$ cat config.mk
export PLATFORM = sky130hd
export DESIGN_NAME = rec01_sweep_ctrl
export DESIGN_NICKNAME = d
export VERILOG_FILES = /design/src/rtl/rec01_sweep_ctrl_pkg.sv /design/src/rtl/rec01_sweep_ctrl_ex01c.sv /design/src/rtl/rec01_sweep_ctrl.sv
export SDC_FILE = /design/constraint.sdc
export NUM_CORES = 1
export LEC_CHECK = 0
export BUFFER_PORTS_ARGS = -buffer_cell sky130_fd_sc_hd__buf_2
export CORE_AREA = 2 2 57 59
export DETAILED_ROUTE_END_ITERATION = 8
export DIE_AREA = 0 0 59 61
export PLACE_DENSITY = 0.77
export REMOVE_ABC_BUFFERS = 1
export SLEW_MARGIN = 20
export SYNTH_ARGS = -nofsm -noshare
export SYNTH_HDL_FRONTEND = slang
export SYNTH_SLANG_ARGS = --single-unit
$ cat constraint.sdc
create_clock -name clk -period 1.9 [get_ports clk]
set_input_delay 0.38 -clock clk [delete_from_list [all_inputs] [get_ports clk]]
set_output_delay 0.38 -clock clk [all_outputs]
set_load 0.02 [all_outputs]
$ cat src/rtl/rec01_sweep_ctrl_pkg.sv
// Shared types and sizes for the rec01 truth-table sweep controller.
package rec01_sweep_ctrl_pkg;

    localparam int unsigned NUM_COMB = 16;
    localparam int unsigned IDX_W    = 4;
    localparam int unsigned HOLD_W   = 4;

    typedef enum logic [1:0] {
        StIdle = 2'd0,
        StRun  = 2'd1,
        StDone = 2'd2
    } state_e;

endpackage

$ cat src/rtl/rec01_sweep_ctrl_ex01c.sv
// Combinational function under test: s = (~b & c) | (~a & b & ~c) | (a & b & d).
module rec01_sweep_ctrl_ex01c (
    input  logic a,
    input  logic b,
    input  logic c,
    input  logic d,
    output logic s
);

    assign s = (~b & c) | (~a & b & ~c) | (a & b & d);

endmodule

$ cat src/rtl/rec01_sweep_ctrl.sv
// Sweeps all 16 input combinations of ex01c and captures its truth table.
// Define SWEEP_CHECK_EN to add an exp_tt input and a registered mismatch flag.
module rec01_sweep_ctrl
    import rec01_sweep_ctrl_pkg::*;
#(
    parameter int unsigned HOLD_CYCLES = 0
) (
    input  logic                clk,
    input  logic                rst,
    input  logic                start,
    input  logic                abort,
    output logic                busy,
    output logic                done,
    output logic [NUM_COMB-1:0] tt,
    output logic                tt_valid,
    output logic [IDX_W-1:0]    cur_idx
`ifdef SWEEP_CHECK_EN
    ,
    input  logic [NUM_COMB-1:0] exp_tt,
    output logic                mismatch
`endif
);

    state_e              state_q, state_d;
    logic [IDX_W-1:0]    idx_q;
    logic [HOLD_W-1:0]   hold_q;
    logic [NUM_COMB-1:0] tt_q;
    logic                tt_valid_q;
    logic                s;
    logic                last_hold;
    logic                last_idx;
    logic                start_ok;
    logic                sample;

    rec01_sweep_ctrl_ex01c u_ex01c (
        .a (idx_q[3]),
        .b (idx_q[2]),
        .c (idx_q[1]),
        .d (idx_q[0]),
        .s (s)
    );

    assign last_hold = (hold_q == HOLD_W'(HOLD_CYCLES));
    assign last_idx  = (idx_q == IDX_W'(NUM_COMB - 1));
    // abort outranks both a new start and the sample of the current combination
    assign start_ok  = (state_q == StIdle) && start && !abort;
    assign sample    = (state_q == StRun) && last_hold && !abort;

    always_ff @(posedge clk or posedge rst) begin
        if (rst) begin
            state_q <= StIdle;
        end else begin
            state_q <= state_d;
        end
    end

    always_comb begin
        state_d = state_q;
        unique case (state_q)
            StIdle: if (start_ok) state_d = StRun;
            StRun: begin
                if (abort) begin
                    state_d = StIdle;
                end else if (last_hold && last_idx) begin
                    state_d = StDone;
                end
            end
            StDone:  state_d = StIdle;
            default: state_d = StIdle;
        endcase
    end

    always_comb begin
        busy = (state_q == StRun);
        done = (state_q == StDone);
    end

    always_ff @(posedge clk or posedge rst) begin
        if (rst) begin
            idx_q      <= '0;
            hold_q     <= '0;
            tt_q       <= '0;
            tt_valid_q <= 1'b0;
        end else if (start_ok) begin
            idx_q      <= '0;
            hold_q     <= '0;
            tt_q       <= '0;
            tt_valid_q <= 1'b0;
        end else if (sample) begin
            tt_q[idx_q] <= s;
            hold_q      <= '0;
            if (last_idx) begin
                tt_valid_q <= 1'b1;
            end else begin
                idx_q <= idx_q + IDX_W'(1);
            end
        end else if ((state_q == StRun) && !abort) begin
            hold_q <= hold_q + HOLD_W'(1);
        end
    end

`ifdef SWEEP_CHECK_EN
    logic [NUM_COMB-1:0] tt_final;
    logic                mismatch_q;

    // Table as it will stand after the final sample lands.
    assign tt_final = tt_q | ({{(NUM_COMB - 1){1'b0}}, s} << idx_q);

    always_ff @(posedge clk or posedge rst) begin
        if (rst) begin
            mismatch_q <= 1'b0;
        end else if (start_ok) begin
            mismatch_q <= 1'b0;
        end else if (sample && last_idx) begin
            mismatch_q <= (tt_final != exp_tt);
        end
    end

    assign mismatch = mismatch_q;
`endif

    assign tt       = tt_q;
    assign tt_valid = tt_valid_q;
    assign cur_idx  = idx_q;

endmodule

==> run metrics <==
CP arrival=around 2 ns; post-DR wirelength/cell=14.3 um; Clk Latency, worst-skew pair=~0.33 ns; delay-heaviest family, CP=simple AND/OR/NAND/NOR gates; PortBufs=26; Tmin final=1.76 ns; Syn Area/Cell=10.1 um^2; clock buffer depth=2; number of synthesized register bits=27; n_diodes=0; Final Max Tran Viols=0; CTS tree=yes; total gr overflow=0; Row Count=20; pwr/cell area=913 mW/mm^2; EDFF count, synth=0; Top FF cell, synth=dfrtp_1; hold-fix buffers at CTS=0; largest area contributor in the netlist=dfrtp_1; initial core utilization=48.7%; Worst IR Drop VDD=579 uV; most common cell in the netlist=dfrtp_1; Total Wirelength=2930 um; Post-Synth Adder-Cell Area=5.22%; Antenna Nets Post-Route=0; CP Cell Sequence=inv_1, ha_1, or3b_2, nor3_1, buf_4, mux2i_1; Critical Path End Type=register; H-tree levels=1; register area share after synthesis=47.0%; xor/xnor cell area share of the yosys netlist=around 1.2%; final core area utilization=a little under three fifths; synth unique cells=32; Filler Cells Inserted=286; Fmax=567 MHz; largest family of logic cells by synthesized area=simple AND/OR/NAND/NOR gates; DRC Markers=0; Top-Level Pins=27; # resized after CTS=0; status=complete, no violations; CTS root buf=clkbuf_4; largest net degree at the start of global routing=28; post-synthesis mux area share=12.5%; Setup Skew=~0.0053 ns; gr usage total=18.1%; Critical Path Source Type=register; drt first pass iters=4; Layout Area Growth over Synthesis=14.4%; gp weighted congestion=0.800; 1st-iter DRT viols=15; core area=just under 0.003 mm^2; Hold Fails Final Rpt=0; antenna violations before repair=0; RSZ-0062 raised after global routing=false; crit path kind=reg -> reg; Total Nets Final=182; Post-CTS Setup Bufs=0; Gate Count Post-Synth=142; Clock transition at path regs=0.14 ns; TritonCTS buffer count=3; Simple-Gate Fraction of Synth Area=23.6%; Max stage delay cell, worst path=or3b_2; Die X=59 um; synthesis warning total=0; die extent in y=61 um; Clock Sinks=27; Buf/Inv on CP=2; DR vias=approximately 1,100; period utilisation layout=92.8%; Async SR Flop Fraction=100%; WP data required=2.16 ns; Hold Slack=just over 0.08 ns; register area=676 um^2; Worst slew margin=77.1%; area fraction in compound gates after synthesis=3.92%; number of global-route vias before repair=1,095; endpoints failing setup=0; Pwr Total=1500 uW; layout cell share with drive strength beyond 1=25.7%; list of most frequent post-synthesis cells=27 x dfrtp_1, 23 x nand2_1, 18 x mux2i_1; worst-margin pin slew=0.343 ns; Max Fanout on Critical Path=4; area of the multi-input gates=between 600 and 700 um^2; cell area after synthesis=0.00144 mm^2; HPWL after detailed placement=2190 um; top cell type's share of synthesized area=47.0%; synth top area cells=dfrtp_1 47%, mux2i_1 13%, nand2_1 6.0%, ha_1 5.2%, nand4_1 4.8%; Hold Crit Class=in -> async; Vias/cell=5.62; Leakage=0.000929 uW; global-route wire length before repair=4940 um; Max stage delay on crit path=0.48 ns; MaxCap Viol Count=0; die footprint=0.00360 mm^2
==> metal layers <==
layer	global-route usage, %	wire (um)	up-vias	share of wire, %
met5	0	0	-	0
met3	5.12	151	5	5.2
met2	31.0	1430	31	49
li1	-	-	552	-
met1	23.2	1320	558	45
met4	3.90	29	0	0.99
==> registers in the layout, summed over array words and instances, names as in the netlist <==
| signal | count |
|---|---|
| tt | 16 |
| cur_idx | 4 |
| hold_q | 4 |
| state_q | 2 |
| tt_valid | 1 |
==> placed cells by master, fill, tap and decap left out, types with 3 or more instances in the layout <==
cell type | synthesis | final
dfrtp_1 | 27 | 27
buf_2 | 5 | 26
nand2_1 | 23 | 23
mux2i_1 | 18 | 18
nand4_1 | 11 | 11
buf_4 | 4 | 10
nand3_1 | 8 | 8
inv_1 | 6 | 6
ha_1 | 6 | 6
nor2b_1 | 5 | 5
o21ai_0 | 3 | 3
clkbuf_4 | 0 | 3
==> worst min-delay path: stages <==
cell	delay [ns]
buf_2	0.10
inv_1	0.04
buf_4	0.32
==> cells by family (layout without fill, tap and decap cells) <==
kind of cell,count (synthesis),in the layout
XOR/XNOR,2,2
AND/OR/NAND/NOR,63,63
adder cells (fa/ha/maj),6,6
multiplexers,18,18
AO/OA/AOI/OAI,9,9
flip-flops,27,27
buffers and inverters,17,46
==> cell type report <==
cell class | count | area share [%]
inverter | 6 | 1.37
sequential | 27 | 41.1
multi-input combinational | 98 | 40.9
clock inverter | 1 | 0.304
timing repair buffer | 36 | 12.5
tap | 33 | 2.51
clock buffer | 3 | 1.37
==> where the power goes <==
| group | switching [uW] | internal, uW |
|---|---|---|
| clock network | 169 | 79.1 |
| registers | 68.5 | 623 |
| logic | 344 | 217 |
| total | 582 | 920 |
==> stage by stage <==
stage / std cells / setup TNS (ns) / instance area, um^2 / worst slack (ns)
after floorplan: 131 / -5.47 / 1370 / -0.369
after global placement: 200 / 0 / 1620 / 0.207
after detailed placement: 200 / 0 / 1620 / 0.150
after CTS: 204 / 0 / 1650 / 0.121
after global routing: 204 / 0 / 1650 / 0.0223
final: 204 / 0 / 1650 / 0.138
==> worst paths after layout <==
kind,from,endpoint,slack (ns),cells after the start
setup / recovery,hold_q[0]$_DFFE_PP0P_,tt[15]$_DFFE_PP0P_,0.14,6
hold / removal,rst,tt[1]$_DFFE_PP0P_,0.08,3
setup reg to reg,hold_q[0]$_DFFE_PP0P_,tt[15]$_DFFE_PP0P_,0.14,6
hold reg to reg,tt_valid$_DFFE_PP0P_,tt_valid$_DFFE_PP0P_,0.52,1
max in group asynchronous,rst,state_q[1]$_DFFE_PP0P_,1.57,3
min in group clk,abort,hold_q[2]$_DFFE_PP0P_,0.51,4
Power figures use the tool's default switching activity.
